==> config.mk <==
export PLATFORM = sky130hd
export DESIGN_NAME = cv32e40p_ro_clk_monitor
export DESIGN_NICKNAME = d
export VERILOG_FILES = /design/src/rtl/cv32e40p_ro_mon_pkg.sv /design/src/rtl/cv32e40p_ro_sync_edge.sv /design/src/rtl/cv32e40p_ro_clk_monitor.sv
export SDC_FILE = /design/constraint.sdc
export NUM_CORES = 1
export LEC_CHECK = 0
export CORE_UTILIZATION = 25
export DETAILED_ROUTE_END_ITERATION = 8
export GPL_TIMING_DRIVEN = 1
export SYNTH_ARGS = -nofsm -noshare
export SYNTH_HDL_FRONTEND = slang
export SYNTH_SLANG_ARGS = --single-unit
==> constraint.sdc <==
create_clock -name clk -period 2.6 [get_ports clk]
set_input_delay 0.52 -clock clk [delete_from_list [all_inputs] [get_ports clk]]
set_output_delay 0.52 -clock clk [all_outputs]
set_load 0.02 [all_outputs]
==> src/rtl/cv32e40p_ro_mon_pkg.sv <==
// Shared types and defaults for the ring-oscillator clock monitor.
// Imported by the monitor top and its edge-sync helper.
package cv32e40p_ro_mon_pkg;

  typedef enum logic [1:0] {
    IDLE,
    SETTLE,
    MEASURE,
    CHECK
  } ro_mon_state_e;

  localparam int unsigned RO_WINDOW_CYCLES = 256;
  localparam int unsigned RO_SETTLE_CYCLES = 8;
  localparam int unsigned RO_FAIL_THRESH   = 2;

  function automatic int unsigned ro_max(
    input int unsigned a,
    input int unsigned b
  );
    return (a > b) ? a : b;
  endfunction

endpackage

==> src/rtl/cv32e40p_ro_sync_edge.sv <==
// Two-flop synchroniser plus rising-edge detect for async inputs.
// rise_o is a one-cycle pulse per synchronised low-to-high transition.
module cv32e40p_ro_sync_edge
  import cv32e40p_ro_mon_pkg::*;
(
  input  logic clk,
  input  logic rst_n,
  input  logic d_i,
  output logic rise_o
);

  logic [2:0] sync_q;

  always_ff @(posedge clk or negedge rst_n) begin
    if (!rst_n) begin
      sync_q <= '0;
    end else begin
      sync_q <= {sync_q[1:0], d_i};
    end
  end

  assign rise_o = sync_q[1] & ~sync_q[2];

endmodule

==> src/rtl/cv32e40p_ro_clk_monitor.sv <==
// Counts RO edges per fixed clk window and raises a sticky alarm
// after FAIL_THRESH consecutive out-of-bounds windows.
module cv32e40p_ro_clk_monitor
  import cv32e40p_ro_mon_pkg::*;
#(
  parameter int unsigned CNT_W         = 16,
  parameter int unsigned WINDOW_CYCLES = RO_WINDOW_CYCLES,
  parameter int unsigned SETTLE_CYCLES = RO_SETTLE_CYCLES,
  parameter int unsigned FAIL_THRESH   = RO_FAIL_THRESH
) (
  input  logic             clk,
  input  logic             rst_n,
  input  logic             enable_i,
  input  logic             clear_i,
  input  logic             ro_i,
  output logic             ro_en_o,
  input  logic [CNT_W-1:0] cnt_min_i,
  input  logic [CNT_W-1:0] cnt_max_i,
  output logic [CNT_W-1:0] last_count_o,
  output logic             meas_valid_o,
  output logic             alarm_o
);

  localparam int unsigned CYC_MAX =
    ro_max(WINDOW_CYCLES, SETTLE_CYCLES);
  localparam int unsigned CYC_W  = $clog2(CYC_MAX);
  localparam int unsigned FAIL_W = $clog2(FAIL_THRESH + 1);

  localparam logic [CYC_W-1:0] WIN_END =
    CYC_W'(WINDOW_CYCLES - 1);
  localparam logic [CYC_W-1:0] SET_END =
    CYC_W'(SETTLE_CYCLES - 1);
  localparam logic [FAIL_W-1:0] FAIL_SAT =
    FAIL_W'(FAIL_THRESH);
  localparam logic [CNT_W-1:0] CNT_SAT = '1;

  ro_mon_state_e     state_q, state_d;
  logic [CYC_W-1:0]  cyc_q, cyc_d;
  logic [CNT_W-1:0]  edge_q, edge_d;
  logic [FAIL_W-1:0] fail_q, fail_d;
  logic [FAIL_W-1:0] fail_nx;
  logic [CNT_W-1:0]  last_q, last_d;
  logic              valid_q, valid_d;
  logic              alarm_q, alarm_d;
  logic              rise;
  logic              in_range;
  logic              reach;

  cv32e40p_ro_sync_edge u_sync (
    .clk    (clk),
    .rst_n  (rst_n),
    .d_i    (ro_i),
    .rise_o (rise)
  );

  assign in_range = (edge_q >= cnt_min_i) &&
                    (edge_q <= cnt_max_i);
  assign fail_nx  = (fail_q == FAIL_SAT) ? FAIL_SAT
                  : fail_q + FAIL_W'(1);

  always_comb begin
    state_d = state_q;
    cyc_d   = cyc_q;
    edge_d  = edge_q;
    fail_d  = fail_q;
    last_d  = last_q;
    valid_d = 1'b0;
    alarm_d = alarm_q;
    reach   = 1'b0;

    if (state_q != IDLE && !enable_i) begin
      // Abort: the partial window is thrown away.
      state_d = IDLE;
      fail_d  = '0;
    end else begin
      unique case (state_q)
        IDLE: begin
          if (enable_i) begin
            state_d = SETTLE;
            cyc_d   = '0;
          end
        end
        SETTLE: begin
          if (cyc_q == SET_END) begin
            state_d = MEASURE;
            cyc_d   = '0;
            edge_d  = '0;
          end else begin
            cyc_d = cyc_q + CYC_W'(1);
          end
        end
        MEASURE: begin
          if (rise && edge_q != CNT_SAT) begin
            edge_d = edge_q + CNT_W'(1);
          end
          if (cyc_q == WIN_END) begin
            state_d = CHECK;
            cyc_d   = '0;
          end else begin
            cyc_d = cyc_q + CYC_W'(1);
          end
        end
        CHECK: begin
          last_d  = edge_q;
          valid_d = 1'b1;
          if (in_range) begin
            fail_d = '0;
          end else begin
            fail_d = fail_nx;
            reach  = (fail_nx == FAIL_SAT);
          end
          state_d = MEASURE;
          cyc_d   = '0;
          edge_d  = '0;
        end
        default: begin
          state_d = IDLE;
        end
      endcase
    end

    // A threshold hit beats a simultaneous clear.
    if (reach) begin
      alarm_d = 1'b1;
    end else if (clear_i) begin
      alarm_d = 1'b0;
      fail_d  = '0;
    end
  end

  always_ff @(posedge clk or negedge rst_n) begin
    if (!rst_n) begin
      state_q <= IDLE;
      cyc_q   <= '0;
      edge_q  <= '0;
      fail_q  <= '0;
      last_q  <= '0;
      valid_q <= 1'b0;
      alarm_q <= 1'b0;
    end else begin
      state_q <= state_d;
      cyc_q   <= cyc_d;
      edge_q  <= edge_d;
      fail_q  <= fail_d;
      last_q  <= last_d;
      valid_q <= valid_d;
      alarm_q <= alarm_d;
    end
  end

  assign ro_en_o      = (state_q != IDLE);
  assign last_count_o = last_q;
  assign meas_valid_o = valid_q;
  assign alarm_o      = alarm_q;

endmodule

After elaboration in Yosys (flattened, before gate mapping)
Index checks and enable logic that the tools add are counted.

storage, ports and cells
  register bits after elaboration = 49
  word-level logic and storage cells = 67
  bits of input ports = 37

cells by class
  bitwise gates (word level) = 3
  eq/ne operators = 14
  reduce and logical (&&, ||, !) cells = 12
  add/sub/neg operators = 3
  multiplexer cells = 25
  order comparisons = 2

operator list
  cell                                                              number
  16-bit one-hot mux with 3 select lines                            1
  16-bit 2-to-1 mux                                                 2
  8-bit one-hot mux with 4 select lines                             1
  8-bit 2-to-1 mux                                                  3
  2-bit 2-to-1 mux                                                  10
  16-bit by 1-bit adder with 16-bit output (second input constant)  1
  16-bit >= comparator                                              1
  16-bit less-or-equal comparator                                   1
  16-bit != test (second input constant)                            1
  3-bit != test (second input constant)                             3
  8-bit by 1-bit adder with 8-bit output (second input constant)    1
  2-bit == test (second input constant)                             4
  8-bit by 3-bit == test with 1-bit output (second input constant)  1
  8-bit == test (second input constant)                             1
  2-bit one-hot mux with 4 select lines                             1
  1-bit 2-to-1 mux                                                  7
  2-bit != test (second input constant)                             3
  2-bit AND reduction                                               2
  4-bit AND reduction                                               1
  2-bit nonzero test                                                2
  1-bit logical AND                                                 3
  3-bit AND reduction                                               1
  3-bit nonzero test                                                1
  2-bit by 1-bit adder with 2-bit output (second input constant)    1
  5 further kinds                                                   6

Logic depth before layout (Yosys ltp)
Gate-level depths: netlist of the first run.

  depth after elaboration = 7
  mapped depth = 8
  gate-level depth less buffers = 8

Hierarchy
From an unflattened synthesis of the first run, not the netlist that was laid out.

unflattened totals
  cell total of the unflattened synthesis = 338
  area, all modules = 3170.5 sq um

by module, submodules not included
  module                   area each (sq um)  instances  sequential area each (sq um)  cells an instance
  cv32e40p_ro_clk_monitor  3081.7             1          1151.1                        334
  cv32e40p_ro_sync_edge    88.8               1          75.1                          4

Worst setup path before layout of the first run
No wires, ideal clock.

  kind = reg-to-reg
  from = reg cyc_q[4]
  to = reg edge_q[1]
  data required time = 2.479 ns
  setup slack = 0.283 ns
  setup time = 0.121 ns
  stages on the path, launching flop included = 7
  path buffers = 0
  arrival time = 2.196 ns
  path through = dfrtp_1 > or4_1 > o31a_1 > nor4b_4 > nand2_1 > mux2_1 > a22o_1

between the ends
  cells in the longest elaborated chain, start to end = 3

ends and longest elaborated chain
  what                                      RTL line                        RTL
  start: declaration                        cv32e40p_ro_clk_monitor.sv:38   logic [CYC_W-1:0] cyc_q, cyc_d;
  start signal: assignment                  cv32e40p_ro_clk_monitor.sv:142  cyc_q <= cyc_d;
  8-bit by 3-bit == test with 1-bit output  cv32e40p_ro_clk_monitor.sv:84   if (cyc_q == SET_END) begin
  2-bit != test (no line)                   --
  4-bit AND reduction (no line)             --
  end signal: assignment                    cv32e40p_ro_clk_monitor.sv:143  edge_q <= edge_d;
  end: declaration                          cv32e40p_ro_clk_monitor.sv:39   logic [CNT_W-1:0] edge_q, edge_d;

Every way passes these cells.
A chain may end at the register's enable or synchronous reset.

Final worst setup path of the first run
  from = in cnt_min_i[0]
  to = reg fail_q[0]

between the ends
  cells in the longest elaborated chain, start to end = 7
  elaborated cells between the ends (all ways) = 10
  classes of those cells = order compare (1); mux (8); reduce/logical (1)

ends and longest elaborated chain
  what                    RTL line                        RTL
  start: declaration      cv32e40p_ro_clk_monitor.sv:17   input logic [CNT_W-1:0] cnt_min_i,
  16-bit >= comparator *  cv32e40p_ro_clk_monitor.sv:56   assign in_range = (edge_q >= cnt_min_i) &&
  1-bit logical AND *     cv32e40p_ro_clk_monitor.sv:56
  2-bit 2-to-1 mux        cv32e40p_ro_clk_monitor.sv:106  if (in_range) begin
  2-bit 2-to-1 mux        cv32e40p_ro_clk_monitor.sv:76   unique case (state_q)
  2-bit 2-to-1 mux        cv32e40p_ro_clk_monitor.sv:71   if (state_q != IDLE && !enable_i) begin
  2-bit 2-to-1 mux        cv32e40p_ro_clk_monitor.sv:125  end else if (clear_i) begin
  2-bit 2-to-1 mux *      cv32e40p_ro_clk_monitor.sv:123  if (reach) begin
  via fail_d[0]           cv32e40p_ro_clk_monitor.sv:40   logic [FAIL_W-1:0] fail_q, fail_d;
  end signal: assignment  cv32e40p_ro_clk_monitor.sv:144  fail_q <= fail_d;
  end: declaration        cv32e40p_ro_clk_monitor.sv:40

The timed path passes the listed nets; every way through them passes the cells marked *.

==> impl_results.md, run 1 <==
* Outcome: complete, no violations
* Worst endpoint required time at 2790 ps
* Core area at 12100 um2
* Synth warnings at 0
* Async SR Flop Fraction at 100%
* Max Freq at 395 MHz
* Crit path time final at 2530 ps
* Post-synthesis sequential area ratio at 39.6%
* Die Height at 113 um
* Clk_skew at 7.71 ps
* Initial antenna violation count at 0
* Worst vdd rail ir drop at 0.286 mV
* Initial Util at 25.7%
* Synth area leaders: dfrtp_1 40%, ha_1 16%, mux2_2 5.5%, inv_1 5.2%, o21ai_0 2.9%
* Hold Slack at 327 ps
* Fin crit share at 97.4%
* First-pass GRT wire length at 12.2 mm
* Die Area at 12800 um2
* Yosys top cell area share at 39.6%
* Setup WS pre-CTS at -275 ps
* Via density at 4.48
* Relative slew slack at 58.8%
* GRT Util Overall at 12.1%
* MaxCap Viol Count at 0
* Largest net degree at the start of global routing at 50
* Detail Placement HPWL at 5.85 mm
* Vias in the first global route at 2525
* Final Total Pwr at 0.00229 W
* Flops & latches, synth at 49
* Buffers on Ports at 55
* Number of synthesized flops with an enable pin at 0
* Row cnt at 40
* Setup TNS at 0 ps
* Clock Tree Root: clkbuf_16
* Placed Area at 3980 um2
* Clock sinks at 49
* Die X-Extent at 113 um
* Net count, final at 474
* CTS max path bufs at 2
* Post-route setup slack at 68.1 ps
* 1st-pass router iterations at 4
* Total Wirelength at 7.51 mm
* Area of the multi-input gates at 1710 um2
* Hold Crit Class: input port to async pin
* Mapped cell area at 3100 um2
* Fillers at 1242
* Unique masters post-synth at 47
* Syn Nets at 396
* Layout Area Growth over Synthesis at 34.1%
* Wire per inst at 13.2 um
* Ant diodes at 0
* Clock latency on the worst-skew pair at 290 ps
* I/O pins at 56
* Top cell type by total area after synthesis: dfrtp_1
* Register area at 1230 um2
* Main synth FF type: dfrtp_1
* CP max FO at 3
* CP Launch Type: input port
* Crit path arrival time at 2720 ps
* H-Tree Depth at 2
* TritonCTS Buffers at 5
* Fin. max-slew vios at 0
* CTS tree: done
* Post-Syn Area per Cell at 9.68 um2
* Drt drc at 0
* Design area at 4150 um2
* GP Congestion at 0.780
* PD cells at 552 nW/um2
* LEAKAGE at 2.01 nW
* Via count at 2542
* Clock-pin slew on the worst setup and hold paths at 70 ps
* DRT iter0 DRCs at 138
* GRT overflow at 0
* Post-route ant nets at 0
* Hold Vio Cnt, Final at 0
* CP endpoint kind: register
* Layout cells sized above 1 at 12.5%
* Cts hold-fix bufs at 0
* Setup Viol. Count Final at 0
* Least-Margin Pin Slew at 618 ps
* RSZ-0062 raised after global routing: yes
* Setup CP Type: input port to register
* Gate Count Post-Synth at 320
## kinds of logic after synthesis
kind of cell	synth area share, %
AND/OR/NAND/NOR	16.4
AO/OA/AOI/OAI	12.2
adder cells (fa/ha/maj)	15.8
multiplexers	6.14
flip-flops	39.6
buffers and inverters	5.86
XOR/XNOR	3.96
## cell usage in the layout (no fill, tap or decap), drive strengths merged, types with 6 or more instances in the layout
| master | instances |
|---|---|
| a21oi | 13 |
| and3 | 6 |
| buf | 22 |
| clkbuf | 7 |
| clkdlybuf4s50 | 54 |
| dfrtp | 49 |
| ha | 39 |
| inv | 43 |
| mux2 | 16 |
| nand2 | 24 |
| nand3 | 12 |
| nand4 | 14 |
| nor2 | 16 |
| o21ai | 20 |
| xor2 | 10 |
## sequential cells by signal, summed over array words and instances, names as in the netlist
| signal | flops |
|---|---|
| cyc_q | 8 |
| last_count_o | 16 |
| state_q | 2 |
| meas_valid_o | 1 |
| fail_q | 2 |
| edge_q | 16 |
| u_sync.sync_q | 3 |
| alarm_o | 1 |
## timing repair
action / 4_1_cts / 5_1_grt
endpoints found under the setup margin: 0 / 5
buffers inserted: 0 / 1
hold endpoints to repair: 0 / 0
resized for setup: 0 / 5
## cell usage after synthesis (all sizes together) (6+ instances only)
master / count
a21oi: 13
and3: 6
dfrtp: 49
ha: 39
inv: 43
mux2: 16
nand2: 24
nand3: 12
nand4: 14
nor2: 16
o21ai: 20
xor2: 10
## final timing paths
kind,startpoint,to,slack (ps),cells past startpoint
worst max-delay path,cnt_min_i[0],fail_q[0],70,8
min in group clk,u_sync.sync_q[0],u_sync.sync_q[1],370,0
worst min-delay path,rst_n,meas_valid_o,330,2
max in group asynchronous,rst_n,last_count_o[12],1860,2
worst min register to register,u_sync.sync_q[0],u_sync.sync_q[1],370,0
worst max register to register,cyc_q[3],edge_q[1],160,6
## through the flow
stage,util [%],std cells
after floorplan,-,320
after global placement,33.0,558
after detailed placement,33.0,558
after CTS,34.2,566
after global routing,34.4,567
final,34.4,567
## critical path: stages
cell,delay [ps]
clkdlybuf4s50_1,440
ha_1,290
nand2b_1,150
a2111o_1,430
a311oi_2,230
nand2_1,110
a211o_1,300
a221oi_1,240
## area by class of cell
type	count	area share [%]
clock buffers	7	3.19
flip-flops and latches	49	29.5
clock inverters	1	0.181
well taps	168	5.06
repair buffers	76	16.9
multi-input cells	223	41.2
inverters	43	3.89
## layer usage
layer	global-route usage, %	vias to the layer above	part of all wire, %
li1	-	1285	-
met1	16.2	1196	50
met2	19.4	53	44
met3	2.84	8	5.2
met4	3.42	0	1.1
met5	0	-	0
## where the power goes
group	leakage, nW	internal [W]	switching, W
sequential	0.672	0.000826	0.0000622
combinational	1.28	0.000346	0.000425
clock	0.0641	0.000358	0.000275
No activity file was read; power rests on OpenSTA's default activity.
==> inputs of run 2 (changes only) <==
==> constraint.sdc (replaced) <==
create_clock -name clk -period 2.59 [get_ports clk]
set_input_delay 0.518 -clock clk [delete_from_list [all_inputs] [get_ports clk]]
set_output_delay 0.518 -clock clk [all_outputs]
set_load 0.02 [all_outputs]
==> results of run 2 <==
The final DEF is identical to that of run 1. Status: complete, no violations.
Main changes from that run: setup slack after placement -275 ps -> -283 ps; setup slack after layout 68.1 ps -> 60.1 ps; hold slack 327 ps -> 325 ps; register-to-register setup slack 160 ps -> 150 ps; total power 0.00229 W -> 0.00230 W; worst IR drop on VDD 0.286 mV -> 0.287 mV
==> inputs of run 3 (changes only) <==
--- a/config.mk
+++ b/config.mk
@@ -5,9 +5,12 @@
 export SDC_FILE = /design/constraint.sdc
 export NUM_CORES = 1
 export LEC_CHECK = 0
+export CAP_MARGIN = 20
+export CORE_MARGIN = 2
 export CORE_UTILIZATION = 25
 export DETAILED_ROUTE_END_ITERATION = 8
 export GPL_TIMING_DRIVEN = 1
 export SYNTH_ARGS = -nofsm -noshare
 export SYNTH_HDL_FRONTEND = slang
 export SYNTH_SLANG_ARGS = --single-unit
+export TNS_END_PERCENT = 1
==> impl_results.md, run 3 (synthesized netlist as in run 1, its figures left out) <==
* Outcome: complete, no violations
* Buf/Inv on CP at 1 (unchanged)
* Setup TNS at 0 ps (unchanged)
* Vias in the first global route at 2556 (+1.2%)
* DRT iter0 DRCs at 108 (-22%)
* Commonest non-fill, non-tap cells in the layout: 54 x clkdlybuf4s50_1, 49 x dfrtp_1, 43 x inv_1
* Placed Area at 3980 um2 (unchanged)
* Design area at 4160 um2 (+0.21%)
* Die X-Extent at 115 um (+1.8%)
* CP max stage delay at 430 ps (about the same)
* Clock Tree Root: clkbuf_16
* Initial Util at 25.7% (unchanged)
* Hold Slack at 321 ps
* Hold Crit Class: input port to async pin
* Crit-path cells: clkdlybuf4s50_1, ha_1, nand2b_1, a2111o_1, a311oi_1, nand2_1, a211o_1, a221oi_1
* Fin. max-slew vios at 0 (unchanged)
* Hold Vio Cnt, Final at 0 (unchanged)
* CP max-delay cell: clkdlybuf4s50_1
* Reg-to-reg endpoint: edge_q[1]
* PD cells at 554 nW/um2
* CTS tree: done
* Clock sinks at 49 (unchanged)
* I/O pins at 56 (unchanged)
* Setup CP Type: input port to register
* Via count at 2518 (-0.94%)
* CP max FO at 3 (unchanged)
* CTS max path bufs at 2 (unchanged)
* Clk_skew at 3.51 ps (-4.21 ps)
* Crit path time final at 2540 ps
* Commonest non-fill, non-tap cell in the layout: clkdlybuf4s50_1
* Flop2flop setup slack at 150 ps
* Worst path top cell family by delay: compound AO/OA/AOI/OAI gates
* Die Area at 13300 um2 (+3.6%)
* First-pass GRT wire length at 12.4 mm (+1.6%)
* Clock latency on the worst-skew pair at 280 ps (about the same)
* Clock-pin slew on the worst setup and hold paths at 60 ps (about the same)
* Least-Margin Pin Slew at 617 ps (-0.916 ps)
* Core area at 12100 um2 (unchanged)
* H-Tree Depth at 2 (unchanged)
* Net count, final at 474 (unchanged)
* Worst reg2reg startpoint: cyc_q[5]
* CP Launch Type: input port
* Setup Viol. Count Final at 0 (unchanged)
* RSZ-0062 raised after global routing: yes
* Worst endpoint required time at 2770 ps
* GRT overflow at 0 (unchanged)
* Initial antenna violation count at 0 (unchanged)
* Ant diodes at 0 (unchanged)
* CP endpoint kind: register
* Detail Placement HPWL at 5.86 mm (+0.20%)
* LEAKAGE at 2.02 nW (+0.27%)
* Total Wirelength at 7.47 mm (-0.51%)
* Max Freq at 394 MHz
* MaxCap Viol Count at 0 (unchanged)
* Post-route ant nets at 0 (unchanged)
* Fin crit share at 98.0%
* Row cnt at 40 (unchanged)
* Layout cells sized above 1 at 12.6% (+0.031 points)
* Post-route setup slack at 51.9 ps
* Worst vdd rail ir drop at 0.290 mV
* 1st-pass router iterations at 4 (unchanged)
* FF-to-FF path depth at 6 (unchanged)
* TritonCTS Buffers at 5 (unchanged)
* Layout Area Growth over Synthesis at 34.3%
* Die Height at 115 um (+1.8%)
* Buffers on Ports at 55 (unchanged)
* GP Congestion at 0.851 (+9.1%)
* Relative slew slack at 58.8% (+0.061 points)
* Crit path arrival time at 2720 ps (about the same)
* Drt drc at 0 (unchanged)
* GRT Util Overall at 11.8% (-0.27 points)
* Setup WS pre-CTS at -326 ps
* Via density at 4.45 (-0.77%)
* Largest net degree at the start of global routing at 50 (unchanged)
* Wire per inst at 13.2 um (-0.33%)
run 3: metrics by stage:
stage,instances,utilization [%],power (W)
floorplan,320,-,0.00136
global placement,558,33.0,0.00165
detailed placement,558,33.0,0.00167
CTS,565,34.3,0.00233
global route,566,34.5,0.00246
finish,566,34.5,0.00230
run 3: routing by layer:
| metal | vias to the layer above | wire length (um) | global-route usage [%] |
|---|---|---|---|
| met5 | - | 0 | 0 |
| met4 | 0 | 78 | 3.61 |
| met3 | 5 | 447 | 2.95 |
| met2 | 57 | 3250 | 18.2 |
| met1 | 1173 | 3690 | 16.4 |
| li1 | 1283 | - | - |
run 3: area by class of cell:
| class | count | area (um2) |
|---|---|---|
| fill | 1244 | 7900 |
| multi-input combinational | 223 | 1710 |
| sequential | 49 | 1230 |
| timing repair buffer | 76 | 703 |
| tap | 168 | 210 |
| inverter | 43 | 161 |
| clock buffer | 6 | 139 |
| clock inverter | 1 | 7.51 |
run 3: how the worst max path moves through the flow:
stage | from | end | slack [ps] | cells past startpoint
after floorplan | cyc_q[4] | edge_q[1] | 270 | 6
after global placement | cnt_max_i[5] | alarm_o | -240 | 9
after detailed placement | cnt_max_i[15] | fail_q[0] | -330 | 9
after CTS | cnt_max_i[5] | fail_q[0] | 40 | 9
after global routing | cnt_max_i[10] | fail_q[0] | -30 | 9
final | cnt_min_i[0] | fail_q[0] | 50 | 8
run 3: where the power goes:
part           switching [W]  internal (W)  leakage, nW
combinational       0.000427      0.000340         1.28
clock               0.000266      0.000379       0.0690
sequential         0.0000635      0.000829        0.672
run 3: repair_timing:
action	in CTS	in global routing
pin swaps	1	4
hold buffers	0	0
setup endpoints to repair	1	4
setup buffers	0	1
cloned	0	0
gates resized for setup	1	5
run 3: worst register-to-register path: stages, from the launching register on:
cell and delay (ps):
dfrtp_1 430, or4_1 510, o31a_1 360, nor4b_4 380
nand2_1 150, mux2_1 330, a22o_1 180
